==> config.mk <==
export PLATFORM = sky130hd
export DESIGN_NAME = fu_wb_arbiter
export DESIGN_NICKNAME = d
export VERILOG_FILES = /design/src/rtl/fu_wb_arbiter.sv
export SDC_FILE = /design/constraint.sdc
export NUM_CORES = 1
export LEC_CHECK = 0
export BUFFER_PORTS_ARGS = -buffer_cell sky130_fd_sc_hd__clkbuf_2
export CAP_MARGIN = 20
export CORE_UTILIZATION = 35
export CTS_BUF_LIST = sky130_fd_sc_hd__clkbuf_4 sky130_fd_sc_hd__clkbuf_8
export CTS_CLUSTER_DIAMETER = 60
export CTS_CLUSTER_SIZE = 20
export DETAILED_ROUTE_END_ITERATION = 8
export GPL_ROUTABILITY_DRIVEN = 1
export GPL_TIMING_DRIVEN = 0
export PLACE_DENSITY_LB_ADDON = 0.25
export REMOVE_ABC_BUFFERS = 1
export SLEW_MARGIN = 20
export SYNTH_ARGS = -nofsm -noshare
export SYNTH_HDL_FRONTEND = slang
export SYNTH_SLANG_ARGS = --single-unit
==> constraint.sdc <==
create_clock -name clk -period 16.4 [get_ports clk]
set_clock_uncertainty 0.15 [all_clocks]
set_input_delay 3.28 -clock clk [delete_from_list [all_inputs] [get_ports clk]]
set_output_delay 3.28 -clock clk [all_outputs]
set_load 0.05 [all_outputs]
==> src/rtl/fu_wb_arbiter.sv <==
// fu_wb_arbiter: writeback arbiter behind the multi-cycle functional units.
// Each FU finish pulse is latched into a per-FU holding slot; one slot per
// cycle is granted to the single register-file write port.
// Build option: define WB_RR_EN for round-robin priority; otherwise the
// lowest pending slot index wins and no pointer register is built.
module fu_wb_arbiter #(
  parameter int unsigned NUM_FU = 5,
  parameter int unsigned DATA_W = 32
) (
  input  logic                     clk,
  input  logic                     rst,
  input  logic [NUM_FU-1:0]        fu_finish,
  input  logic [NUM_FU*DATA_W-1:0] fu_data,
  input  logic [NUM_FU*5-1:0]      fu_rd,
  output logic [NUM_FU-1:0]        slot_pending,
  output logic                     wb_valid,
  output logic                     wb_we,
  output logic [4:0]               wb_rd,
  output logic [DATA_W-1:0]        wb_data,
  output logic [NUM_FU-1:0]        wb_fu,
  output logic                     overflow
);

  localparam int unsigned PW = (NUM_FU > 1) ? $clog2(NUM_FU) : 1;

  logic [NUM_FU-1:0] r_pending;
  logic [DATA_W-1:0] r_data [NUM_FU];
  logic [4:0]        r_rd   [NUM_FU];
  logic              r_ovf;
  logic              r_wb_valid;
  logic              r_wb_we;
  logic [4:0]        r_wb_rd;
  logic [DATA_W-1:0] r_wb_data;
  logic [NUM_FU-1:0] r_wb_fu;

  logic              w_any;
  logic [PW-1:0]     w_sel;
  logic [NUM_FU-1:0] w_grant;

`ifdef WB_RR_EN
  logic [PW-1:0]     r_ptr;
  logic [PW:0]       w_idx;

  // Round-robin select: first pending slot at or after the pointer, wrapping.
  always_comb begin
    w_any = 1'b0;
    w_sel = '0;
    w_idx = '0;
    for (int unsigned off = 0; off < NUM_FU; off++) begin
      w_idx = {1'b0, r_ptr} + (PW+1)'(off);
      if (w_idx >= (PW+1)'(NUM_FU))
        w_idx = w_idx - (PW+1)'(NUM_FU);
      if (!w_any && r_pending[w_idx[PW-1:0]]) begin
        w_any = 1'b1;
        w_sel = w_idx[PW-1:0];
      end
    end
  end

  // Pointer moves just past the granted slot; holds when nothing is granted.
  always_ff @(posedge clk or posedge rst) begin
    if (rst)
      r_ptr <= '0;
    else if (w_any)
      r_ptr <= (w_sel == PW'(NUM_FU-1)) ? '0 : w_sel + PW'(1);
  end
`else
  // Fixed-priority select: lowest pending slot index wins.
  always_comb begin
    w_any = 1'b0;
    w_sel = '0;
    for (int unsigned i = 0; i < NUM_FU; i++) begin
      if (!w_any && r_pending[i]) begin
        w_any = 1'b1;
        w_sel = PW'(i);
      end
    end
  end
`endif

  // One-hot form of the selected slot, empty when nothing is pending.
  always_comb begin
    w_grant = '0;
    if (w_any)
      w_grant = NUM_FU'(1) << w_sel;
  end

  // Slot capture: a finish always wins over a same-edge grant, so a granted
  // slot that refinishes stays pending; refinish of an ungranted slot is an overflow.
  always_ff @(posedge clk or posedge rst) begin
    if (rst) begin
      r_pending <= '0;
      r_ovf     <= 1'b0;
      for (int unsigned i = 0; i < NUM_FU; i++) begin
        r_data[i] <= '0;
        r_rd[i]   <= '0;
      end
    end else begin
      r_pending <= fu_finish | (r_pending & ~w_grant);
      if (|(fu_finish & r_pending & ~w_grant))
        r_ovf <= 1'b1;
      for (int unsigned i = 0; i < NUM_FU; i++) begin
        if (fu_finish[i]) begin
          r_data[i] <= fu_data[i*DATA_W +: DATA_W];
          r_rd[i]   <= fu_rd[i*5 +: 5];
        end
      end
    end
  end

  // Writeback register: loads the granted slot; rd/data hold when idle.
  always_ff @(posedge clk or posedge rst) begin
    if (rst) begin
      r_wb_valid <= 1'b0;
      r_wb_we    <= 1'b0;
      r_wb_rd    <= '0;
      r_wb_data  <= '0;
      r_wb_fu    <= '0;
    end else begin
      r_wb_valid <= w_any;
      r_wb_fu    <= w_grant;
      r_wb_we    <= w_any && (r_rd[w_sel] != 5'd0);
      if (w_any) begin
        r_wb_rd   <= r_rd[w_sel];
        r_wb_data <= r_data[w_sel];
      end
    end
  end

  assign slot_pending = r_pending;
  assign wb_valid     = r_wb_valid;
  assign wb_we        = r_wb_we;
  assign wb_rd        = r_wb_rd;
  assign wb_data      = r_wb_data;
  assign wb_fu        = r_wb_fu;
  assign overflow     = r_ovf;

endmodule

==> impl_metrics.json <==
{
  "status": "finished clean",
  "hold_violations": 0,
  "yosysSeqAreaShare_pct": 59.97,
  "ys_warn_count": 0,
  "synth_most_common_cell": "dfrtp_1",
  "period_share_pct": 31.50,
  "yosys_most_used_dff": "dfrtp_1",
  "htree_num_levels": 1,
  "pwr-share-clk_pct": 30.3,
  "setup_viol": 0,
  "first_pass_iters": 7,
  "clock.fmax_mhz": 193.6,
  "wl_mm": 26.13,
  "multi_input_area_um2": 3643,
  "grt_max_degree": 98,
  "antenna_found_initial": 0,
  "synth_top_family_by_area": "multiplexers",
  "post-route-util_pct": 43.86,
  "die_width_um": 169.4,
  "clock-sinks": 235,
  "clkLatencyLatePin_ns": 0.56,
  "path_cells": "buf_12, clkbuf_2",
  "wire_per_inst_um": 19.87,
  "drv_slew": 0,
  "synth_mux_area_share_pct": 21.32,
  "rsz0062_at_grt": "false",
  "synth-compound-area-share_pct": 10.23,
  "grt_pass1_vias": 6943,
  "syn_inst": 713,
  "final-instance-count-excl-fill": 1315,
  "n_antenna_cell": 0,
  "hp-class": "reg2reg",
  "synth_cell_types": 40,
  "startpoint_type": "register",
  "cts_tree": "built",
  "p_sw_uw": 371.1,
  "drc": 0,
  "p_comb_share_pct": 16.4,
  "core_um2": 27250,
  "yosys.area_share.simple_pct": 5.500,
  "ir_drop_v": 0.00007015,
  "io_pins": 242,
  "syn_area_um2": 9806,
  "place_hpwl_mm": 16.97,
  "dp_cells": 1279,
  "worst_ep_arrival_time_ns": 1.74,
  "netSwitchingFraction_pct": 29.48,
  "leakagePower_uw": 0.005360,
  "cp_num_buf_inv": 2,
  "numCtsBuffers": 21,
  "clk_pin_slew_ns": 0.12,
  "synth_top_area_share_pct": 59.97,
  "crit_family": "flip-flops",
  "grt_first_pass_wirelength_mm": 40.90,
  "grt_remaining_overflow": 0,
  "cts_buffer_depth": 3,
  "synth_common_cells": "dfrtp_1, mux2_2, nand2_1, a31oi_1",
  "crit_path_end_kind": "primary output",
  "tightestPinTransition_ns": 0.9616,
  "cts_hold_buf": 0,
  "dr_total_vias": 6739,
  "cp_max_fo": 28,
  "setup_tns_ns": 0,
  "synth_largest_area_cell": "dfrtp_1",
  "cts-root-buf": "clkbuf_8",
  "first_iter_violations": 517,
  "cp.required_ns": 12.97,
  "regArea_um2": 5882,
  "area_delta_synth_final_pct": 21.90,
  "synth-seq-cells": 235,
  "synth_xor_area_share_pct": 0,
  "fp.dieArea_um2": 28690,
  "drive_gt1_share_pct": 51.96,
  "final_antenna_net_count": 0,
  "start_util_pct": 35.98,
  "critPathMaxStageDelay_ns": 0.62,
  "timing.slew.headroom_pct": 35.89,
  "slowest_stage": "dfrtp_2",
  "fin_crit_ns": 5.166,
  "postCtsSetupRepairBufs": 0,
  "via_per_inst": 5.125,
  "drv_cap": 0,
  "nFillCells": 2576,
  "synth-async-reset-ratio_pct": 100.0,
  "synthTopCellsByArea": "dfrtp_1, mux2_2, a222oi_1, a31oi_1, and2_1",
  "power.density_nw_per_um2": 105.3,
  "seqPwrFrac_pct": 53.3,
  "intPower_uw": 887.6,
  "synthAdderAreaFrac_pct": 0,
  "std_cell_rows": 60,
  "globalplace.congestion": 0.7143,
  "synth_edf_count": 0,
  "critPathKind": "reg2out",
  "grt_usage_pct": 18.58,
  "nets": 1122,
  "die_h_um": 169.4,
  "portBuffers": 241,
  "avgSynthCellArea_um2": 13.75,
  "cts_resized": 0,
  "r2r_setup_slack_ns": 13.77
}
[area by class of cell]
type                            count  area share [%]
Clock buffer                       25           2.774
Clock inverter                     11           1.151
Inverter                            8          0.3245
Multi-Input combinational cell    413           30.48
Sequential cell                   235           49.21
Tap cell                          372           3.894
Timing Repair Buffer              251           12.16
[sequential cells by signal, summed over array words and instances, names as in the netlist]
| name | count |
|---|---|
| wb_data | 32 |
| wb_valid | 1 |
| slot_pending | 5 |
| wb_fu | 5 |
| wb_we | 1 |
| r_data | 160 |
| r_rd | 25 |
| overflow | 1 |
| wb_rd | 5 |
[worst register-to-register path, stage by stage, from the launching register on]
cell and delay [ns]:
dfrtp_1 0.64, or4_4 1.05, nor3_1 0.29, a31oi_1 0.09
nor2_1 0.18, a41oi_1 0.12
[power by group through the flow]
stage / Sequential [µW] / Clock [µW] / Combinational (µW)
2_1_floorplan: 723 / 0 / 87.3
3_3_place_gp: 681 / 0 / 203
3_5_place_dp: 682 / 0 / 211
4_1_cts: 671 / 399 / 211
5_1_grt: 679 / 418 / 225
6_report: 670 / 381 / 207
[worst paths after layout]
path / end / startpoint / depth (start not counted)
max: slot_pending[4] / slot_pending[4] / 2
min: wb_rd[1] / wb_rd[1] / 2
max reg2reg: wb_we / slot_pending[0] / 5
min reg2reg: wb_rd[1] / wb_rd[1] / 2
max in group asynchronous: wb_data[30] / rst / 3
min in group asynchronous: r_rd[3] / rst / 2
[placed cells by master, fill, tap and decap left out, types with 3 or more instances in the layout]
master / count
clkbuf_4: 7
nor2_1: 5
dfrtp_1: 234
inv_6: 3
o21ai_0: 10
buf_16: 6
a222oi_1: 33
clkbuf_8: 23
a21oi_1: 4
nand2_1: 43
a21o_1: 3
inv_1: 5
clkbuf_2: 236
a31oi_1: 35
mux2_2: 183
a211oi_2: 6
and2_1: 32
nand3_1: 3
a211oi_1: 26
[logic make-up after synthesis]
group	after synthesis
buf+inv	65
compound gates	128
flops	235
simple gates	100
mux	185
[metal layers]
layer / wire length [µm] / global-route usage [%] / vias up
met1: 11900 / 25.65 / 3404
li1: - / - / 3074
met2: 11840 / 29.29 / 227
met4: 425 / 4.348 / 0
met3: 1972 / 4.711 / 34
met5: 0 / 0 / -
[through the flow]
stage	worst slack, ns	total power (µW)	area [µm²]	hold slack, ns
after detailed placement	11.78	892.7	11480	0.3211
after floorplan	6.524	809.8	9544	0.3220
after global routing	11.11	1322	11950	0.3742
after global placement	3.371	883.4	11220	0.3184
final	11.23	1259	11950	0.3465
after CTS	11.17	1280	11950	0.3494
No activity file was read; power rests on OpenSTA's default activity.
